`src/rtl/aib_pkg.sv`:
```
`default_nettype none
// +---------------------------------------------------------------------------
// | aib_pkg : shared state encoding and default timing for the AIB sequencer
// | Rev 1.0
// +---------------------------------------------------------------------------
package aib_pkg;

  typedef enum logic [2:0] {
    IDLE = 3'd0,
    SEL  = 3'd1,
    HOLD = 3'd2,
    WAIT = 3'd3,
    NEXT = 3'd4,
    DONE = 3'd5
  } aib_seq_state_e;

  localparam int RST_HOLD_CYC_DEF = 16;
  localparam int LOCK_EDGES_DEF   = 4;
  localparam int TIMEOUT_CYC_DEF  = 256;

endpackage
`default_nettype wire

```
`src/rtl/aib_edge_sync.sv`:
```
`default_nettype none
// +---------------------------------------------------------------------------
// | aib_edge_sync : 2-FF synchronizer with a one-cycle rising-edge pulse
// | Rev 1.0
// +---------------------------------------------------------------------------
module aib_edge_sync (
  input  logic clk,
  input  logic rst_n,
  input  logic async_in,
  output logic rise
);

  logic meta;
  logic sync;
  logic dly;

  always_ff @(posedge clk or negedge rst_n) begin
    if (!rst_n) begin
      meta <= 1'b0;
      sync <= 1'b0;
      dly  <= 1'b0;
    end else begin
      meta <= async_in;
      sync <= meta;
      dly  <= sync;
    end
  end

  assign rise = sync & ~dly;

endmodule
`default_nettype wire

```
`src/rtl/aib_ch_seq.sv`:
```
`default_nettype none
// +---------------------------------------------------------------------------
// | aib_ch_seq : bring-up sequencer owning reset/bypass of the AIB channels
// | Rev 1.0
// +---------------------------------------------------------------------------
module aib_ch_seq
  import aib_pkg::*;
#(
  parameter int ChCnt      = 4,
  parameter int RstHoldCyc = RST_HOLD_CYC_DEF,
  parameter int LockEdges  = LOCK_EDGES_DEF,
  parameter int TimeoutCyc = TIMEOUT_CYC_DEF
) (
  input  logic             i_clk,
  input  logic             i_rst_n,
  input  logic             i_start,
  input  logic [ChCnt-1:0] i_ch_en,
  input  logic [ChCnt-1:0] i_ch_bypass,
  input  logic [ChCnt-1:0] i_aib_slow_clk,
  output logic [ChCnt-1:0] o_ch_rst_n,
  output logic [ChCnt-1:0] o_ch_bypass,
  output logic             o_busy,
  output logic             o_done,
  output logic [ChCnt-1:0] o_ch_ok,
  output logic [ChCnt-1:0] o_ch_fail
);

  localparam int IdxW  = (ChCnt > 1) ? $clog2(ChCnt) : 1;
  localparam int HoldW = $clog2(RstHoldCyc + 1);
  localparam int CycW  = $clog2(TimeoutCyc + 1);
  localparam int CntW  = (HoldW > CycW) ? HoldW : CycW;
  localparam int EdgeW = $clog2(LockEdges + 1);

  localparam logic [CntW-1:0]  HOLD_LAST = CntW'(RstHoldCyc - 1);
  localparam logic [CntW-1:0]  WAIT_LAST = CntW'(TimeoutCyc - 1);
  localparam logic [EdgeW-1:0] EDGE_LAST = EdgeW'(LockEdges - 1);
  localparam logic [IdxW-1:0]  IDX_LAST  = IdxW'(ChCnt - 1);

  aib_seq_state_e   state, state_d;
  logic [IdxW-1:0]  idx, idx_d;
  logic [CntW-1:0]  cyc_cnt, cyc_d;
  logic [EdgeW-1:0] edge_cnt, edge_d;
  logic [ChCnt-1:0] en_q, en_d;
  logic [ChCnt-1:0] rst_q, rst_d;
  logic [ChCnt-1:0] byp_q, byp_d;
  logic [ChCnt-1:0] ok_q, ok_d;
  logic [ChCnt-1:0] fail_q, fail_d;
  logic [ChCnt-1:0] slow_rise;

  logic cur_rise;
  logic cur_en;
  logic last_idx;
  logic lock;
  logic timeout;

  for (genvar g = 0; g < ChCnt; g++) begin : g_sync
    aib_edge_sync u_sync (
      .clk      (i_clk),
      .rst_n    (i_rst_n),
      .async_in (i_aib_slow_clk[g]),
      .rise     (slow_rise[g])
    );
  end

  assign cur_rise = slow_rise[idx];
  assign cur_en   = en_q[idx];
  assign last_idx = (idx == IDX_LAST);
  // A lock on the final WAIT cycle takes priority over the timeout.
  assign lock     = cur_rise && (edge_cnt == EDGE_LAST);
  assign timeout  = (cyc_cnt == WAIT_LAST);

  always_comb begin
    state_d = state;
    idx_d   = idx;
    cyc_d   = cyc_cnt;
    edge_d  = edge_cnt;
    en_d    = en_q;
    rst_d   = rst_q;
    byp_d   = byp_q;
    ok_d    = ok_q;
    fail_d  = fail_q;

    case (state)
      IDLE, DONE: begin
        if (i_start) begin
          en_d    = i_ch_en;
          byp_d   = i_ch_bypass;
          rst_d   = '0;
          ok_d    = '0;
          fail_d  = '0;
          idx_d   = '0;
          state_d = SEL;
        end
      end
      SEL: begin
        if (cur_en) begin
          cyc_d   = '0;
          edge_d  = '0;
          state_d = HOLD;
        end else if (last_idx) begin
          state_d = DONE;
        end else begin
          idx_d = idx + IdxW'(1);
        end
      end
      HOLD: begin
        if (cyc_cnt == HOLD_LAST) begin
          rst_d[idx] = 1'b1;
          cyc_d      = '0;
          edge_d     = '0;
          state_d    = WAIT;
        end else begin
          cyc_d = (&cyc_cnt) ? cyc_cnt : cyc_cnt + CntW'(1);
        end
      end
      WAIT: begin
        if (lock) begin
          ok_d[idx] = 1'b1;
          state_d   = NEXT;
        end else if (timeout) begin
          fail_d[idx] = 1'b1;
          rst_d[idx]  = 1'b0;
          state_d     = NEXT;
        end else begin
          cyc_d = (&cyc_cnt) ? cyc_cnt : cyc_cnt + CntW'(1);
          if (cur_rise) begin
            edge_d = (&edge_cnt) ? edge_cnt : edge_cnt + EdgeW'(1);
          end
        end
      end
      NEXT: begin
        if (last_idx) begin
          state_d = DONE;
        end else begin
          idx_d   = idx + IdxW'(1);
          state_d = SEL;
        end
      end
      default: state_d = IDLE;
    endcase
  end

  always_ff @(posedge i_clk or negedge i_rst_n) begin
    if (!i_rst_n) begin
      state    <= IDLE;
      idx      <= '0;
      cyc_cnt  <= '0;
      edge_cnt <= '0;
      en_q     <= '0;
      rst_q    <= '0;
      byp_q    <= '0;
      ok_q     <= '0;
      fail_q   <= '0;
    end else begin
      state    <= state_d;
      idx      <= idx_d;
      cyc_cnt  <= cyc_d;
      edge_cnt <= edge_d;
      en_q     <= en_d;
      rst_q    <= rst_d;
      byp_q    <= byp_d;
      ok_q     <= ok_d;
      fail_q   <= fail_d;
    end
  end

  assign o_ch_rst_n  = rst_q;
  assign o_ch_bypass = byp_q;
  assign o_ch_ok     = ok_q;
  assign o_ch_fail   = fail_q;
  assign o_busy      = (state == SEL) || (state == HOLD) || (state == WAIT) || (state == NEXT);
  assign o_done      = (state == DONE);

endmodule
`default_nettype wire

```
`config.mk`:
```
export PLATFORM = sky130hd
export DESIGN_NAME = aib_ch_seq
export DESIGN_NICKNAME = d
export VERILOG_FILES = /design/src/rtl/aib_pkg.sv /design/src/rtl/aib_edge_sync.sv /design/src/rtl/aib_ch_seq.sv
export SDC_FILE = /design/constraint.sdc
export NUM_CORES = 1
export LEC_CHECK = 0
export CELL_PAD_IN_SITES_DETAIL_PLACEMENT = 0
export CELL_PAD_IN_SITES_GLOBAL_PLACEMENT = 1
export CORE_AREA = 2 2 74 76
export DETAILED_ROUTE_END_ITERATION = 10
export DIE_AREA = 0 0 76 78
export PLACE_DENSITY = 0.8
export SLEW_MARGIN = 10
export SYNTH_ARGS = -nofsm -noshare
export SYNTH_HDL_FRONTEND = slang
export SYNTH_SLANG_ARGS = --single-unit
export TNS_END_PERCENT = 50
```
`constraint.sdc`:
```
create_clock -name i_clk -period 3.5 [get_ports i_clk]
set_input_delay 0.35 -clock i_clk [delete_from_list [all_inputs] [get_ports i_clk]]
set_output_delay 0.35 -clock i_clk [all_outputs]
set_load 0.02 [all_outputs]
```
### Word level (Yosys, flattened, before mapping)

Index checks and enable logic that the tools add are counted.

* output and inout bits: 18
* input port bits: 15
* word-level logic and storage cells: 122
* flip-flop bits (word level): 49

* equality and inequality tests: 21
* bitwise operators: 13
* muxes and demuxes: 41
* reductions and logical operators: 21
* add/sub/neg operators: 3
* order comparisons: 2

Operators with widths (number)
* $mux 9: 5
* $mux 3: 13
* $mux 4: 7
* $pmux 9 s3: 1
* $ne 2x2->1 const B: 10
* $pmux 4 s2: 2
* $pmux 3 s5: 1
* $or 4x4->4: 3
* $pmux 4 s3: 1
* $reduce_and 4->1: 3
* $add 9x1->9 const B: 1
* $eq 3x2->1 const B: 3
* $eq 9x4->1 const B: 1
* $eq 9x8->1 const B: 1
* $pmux 3 s3: 1
* $reduce_and 3->1: 3
* $reduce_and 9->1: 1
* $reduce_bool 3->1: 3
* $reduce_and 7->1: 1
* $eq 3x3->1 const B: 2
* $mux 2: 3
* $ne 3x3->1 const B: 2
* $pmux 2 s3: 1
* $reduce_and 5->1: 1
* other kinds (19): 31

### Depth between registers and ports, before layout

* depth after elaboration: 9
* depth in mapped cells: 8
* mapped depth without buffers: 7

### Cells and area by module

A second synthesis with hierarchy kept.

* cells, all modules: 236
* area total of the unflattened synthesis: 2446.1 sq um

By module, submodules not included
* aib_ch_seq: times used 1, cells an instance 220, area each 2090.8 sq um, seq. area each 925.9 sq um
* aib_edge_sync: times used 4, cells an instance 4, area each 88.8 sq um, seq. area each 75.1 sq um

### Worst setup path before layout

OpenSTA, ideal clock, no wires.

* kind: reg2reg
* start point: reg cyc_cnt[0]
* end point: reg edge_cnt[0]
* buffers on the path: 0
* period minus slack after synthesis: 2110 ps
* setup slack: 1390 ps
* cell stages (with the launch flop): 8
* data required time: 3375 ps
* arrival time: 1985 ps
* setup time: 125 ps
* cell sequence: dfrtp_1 -> ha_1 -> nand3_1 -> nor3_1 -> a31o_2 -> nor3_1 -> nand3_1 -> mux2_2

* longest elaborated chain between the ends: 3
* elaborated cells between the ends (all ways): 5
* those cells by class: eq/ne: 4; reduce/logical: 1

Ends and longest elaborated chain
* from (decl): RTL line aib_ch_seq.sv:41 `logic [CntW-1:0] cyc_cnt, cyc_d;`
* from (signal assigned): RTL line aib_ch_seq.sv:157 `cyc_cnt <= cyc_d;`
* $eq 9x8->1 or $eq 9x4->1 (tied branches): RTL line aib_ch_seq.sv:70, aib_ch_seq.sv:107
* $ne 2x2->1 (no source line)
* $reduce_and 7->1 (no source line) *
* to (signal assigned): RTL line aib_ch_seq.sv:158 `edge_cnt <= edge_d;`
* to (decl): RTL line aib_ch_seq.sv:42 `logic [EdgeW-1:0] edge_cnt, edge_d;`

Mark *: on every way between the ends. The rest lies on a longest branch, timed or not.
A chain may end at the register's enable or synchronous reset.

### Worst setup path in the final report

Same ends and word-level chain as after synthesis.

==> flow_summary.yaml <==
logic_synthesis:
  synth_cells: 204
  yosys_warnings: 0
  avgSynthCellArea_um2: 11.2
  synth_area_um2: 2280
  async_flop_share_pct: 100
  mappedNetlistNets: 227
  yosysUniqueCellTypes: 47
  synth_sequential_area_ratio_pct: 53.7
  ys_seq_elements: 49
  synth_edf_count: 0
  synth_flop_cell: "sky130_fd_sc_hd__dfrtp_1"
sta:
  setup-violations-final: 0
  setup_repair_after_global_routing_missed_its_margin: "no"
  setup_tns_ns: 0
  maxClockFrequency_ghz: 0.393
  slew_headroom_pct: 30.1
  tightest_slew_ns: 1.05
  fin_worst_hold_slack_ns: 0.223
  post-route-min-period_ns: 2.55
  report.final.hold_viol_count: 0
  fin_skew_ns: 0.0132
  min_period_over_period_pct: 72.8
  timing_max_transition_violations_final: 0
floorplanning:
  die_width_um: 76
  boundaryPins: 33
  fp.dieArea_um2: 5930
  initial_utilization_pct: 45.3
  row_count: 26
  die_height_um: 78
  core_um2: 5040
pwr:
  leakagePower_nw: 1.22
  power.ir.vdd_worst_mv: 0.382
  power_density_nw_per_um2: 721
  report.power.total_mw: 1.99
global_routing:
  grt_pass1_vias: 1637
  antenna_found_initial: 0
  grt_util_all_layers_pct: 16.8
  grt_start_max_net_pins: 50
  globalRoute.totalOverflow: 0
  wire_length_of_the_first_global_routing_pass_um: 7910
critical_path:
  crit_path_cell_trace: "ha_1, nand3_1, nor3_1, a31o_2, nor3_1, nand3_1, mux2_2"
  critical_path_cell_with_the_highest_stage_delay: "sky130_fd_sc_hd__nor3_1"
  setup.worst_path.end_class: "flip-flop"
  timing.critical_path.max_delay_family: "simple AND/OR/NAND/NOR gates"
  worstPathBufferInverterCount: 0
  critPathMaxStageDelay_ns: 0.56
  critical_path.startpoint_type: "flip-flop"
  setup.worst_path.class: "flip-flop to flip-flop"
  required_ns: 3.69
  critPathMaxFanout: 7
  cp.arrival_ns: 2.74
drt:
  post-route-drc-count: 0
  viasPerCell: 5.17
  route.detailed.wl_per_inst_um: 14.4
  postRouteWirelength_um: 4440
  detail_route.iter0.violations: 155
  vias: 1597
  drt.antenna.violating_nets: 0
  drt_pre_antenna_iters: 4
cts:
  post_cts.resized_instances: 0
  clock_tree_from_tritoncts: "built"
  cts.htree.levels: 2
  clock-sinks: 49
  cts_inserted_buffers: 5
  ctsLongestPathBuffers: 2
  cts.reportedPaths.clkPinSlew_ns: 0.10
  post_cts_buffers: 0
  cell_chosen_for_the_clock_root: "sky130_fd_sc_hd__clkbuf_8"
  cts_hold_repair.buffers: 0
  clk-insertion-delay-late_ns: 0.31
cells_and_area:
  final_util_pct: 54.8
  most_frequent_standard_cell_in_the_layout_excluding_fill_and_tap_cells: "sky130_fd_sc_hd__dfrtp_1"
  number_of_antenna_diodes: 0
  synthToLayoutAreaGrowth_pct: 21.2
  layout.nets: 261
  layout-drive-gt1-share_pct: 13.8
  final_cell_mix: "sky130_fd_sc_hd__dfrtp_1 (49), sky130_fd_sc_hd__clkdlybuf4s50_1 (31), sky130_fd_sc_hd__nor2_1 (21), sky130_fd_sc_hd__a21oi_1 (21), sky130_fd_sc_hd__o21ai_0 (11)"
  final_cell_area_um2: 2770
placement:
  gp_congestion: 0.774
  postPlaceCellArea_um2: 2650
  hpwl_um: 3130
  numPortBuffers: 32
job:
  maxCapViolCount: 0
run_status:
  status: "complete, no violations"
worst_hold_path:
  worstHoldPathType: "primary input to async pin"
area by class of cell:
| class | count | area [um2] |
|---|---|---|
| fill | 458 | 2280 |
| sequential | 49 | 1230 |
| multi-input combinational | 140 | 978 |
| timing repair buffer | 34 | 330 |
| tap | 70 | 87.6 |
| clock buffer | 5 | 68.8 |
| clock inverter | 3 | 43.8 |
| inverter | 8 | 30.0 |
state kept, by name, indices dropped and copies added, names as in the netlist:
name                flops
o_ch_rst_n              4
edge_cnt                3
o_ch_fail               4
o_ch_bypass             4
state                   3
g_sync.u_sync.meta      4
g_sync.u_sync.sync      4
o_ch_ok                 4
cyc_cnt                 9
g_sync.u_sync.dly       4
en_q                    4
idx                     2
logic make-up (layout without fill, tap and decap cells):
kind of cell	after synthesis	in the layout	share of synthesized area, %
and+or+nand+nor	59	59	13.0
AOI/OAI and AO/OA	58	58	17.3
DFF	49	49	53.7
buffers and inverters	15	50	3.40
muxes	13	13	7.35
adders and majority gates	8	8	4.39
xor gates and xnor gates	2	2	0.768
cells in the mapped netlist (all sizes together), types with 2 or more instances:
| library cell | n | area share, % |
|---|---|---|
| dfrtp | 49 | 54 |
| inv | 8 | 1.3 |
| nor2 | 21 | 3.5 |
| a22o | 7 | 2.7 |
| buf | 5 | 1.8 |
| nand3 | 3 | 0.66 |
| o31ai | 2 | 0.66 |
| a41oi | 2 | 0.77 |
| nor2b | 2 | 0.55 |
| clkbuf | 2 | 0.33 |
| and3 | 3 | 0.88 |
| nand2 | 11 | 1.9 |
| nand4 | 2 | 0.55 |
| o21bai | 2 | 0.66 |
| ha | 8 | 4.4 |
| a21o | 2 | 0.66 |
| mux4 | 2 | 2.0 |
| mux2 | 10 | 4.9 |
| nand2b | 4 | 1.1 |
| a21oi | 22 | 5.3 |
| nor3 | 7 | 1.8 |
| o21ai | 14 | 3.6 |
metrics by stage:
step / std cells / setup slack (ns)
after floorplan: 204 / 1.39
after global placement: 301 / 1.04
after detailed placement: 301 / 1.02
after CTS: 309 / 0.987
after global routing: 309 / 0.758
final: 309 / 0.953
final timing paths:
check,depth (start not counted),endpoint,slack [ns],from
hold reg to reg,0,g_sync[3].u_sync.sync,0.35,g_sync[3].u_sync.meta
max in group asynchronous,1,g_sync[2].u_sync.sync,2.62,i_rst_n
hold / removal,1,g_sync[3].u_sync.dly,0.22,i_rst_n
setup reg to reg,7,edge_cnt[0],0.95,cyc_cnt[0]
setup / recovery,7,edge_cnt[0],0.95,cyc_cnt[0]
min in group i_clk,0,g_sync[3].u_sync.sync,0.35,g_sync[3].u_sync.meta
report_power, final:
group	switching (mW)	internal, mW
clock network	0.193	0.214
registers	0.120	0.672
logic	0.429	0.366
total	0.742	1.25
worst register-to-register path: stages (launching register included):
cell                      delay, ns
sky130_fd_sc_hd__dfrtp_1       0.43
sky130_fd_sc_hd__ha_1          0.27
sky130_fd_sc_hd__nand3_1       0.18
sky130_fd_sc_hd__nor3_1        0.10
sky130_fd_sc_hd__a31o_2        0.26
sky130_fd_sc_hd__nor3_1        0.56
sky130_fd_sc_hd__nand3_1       0.29
sky130_fd_sc_hd__mux2_2        0.34
routing by layer:
layer	share of wire, %	wire length, um	track usage, %
met3	4.4	197	3.72
met5	0	0	0
met4	1.5	65	6.00
met1	53	2350	24.2
met2	41	1830	25.2
Power figures use the tool's default switching activity.
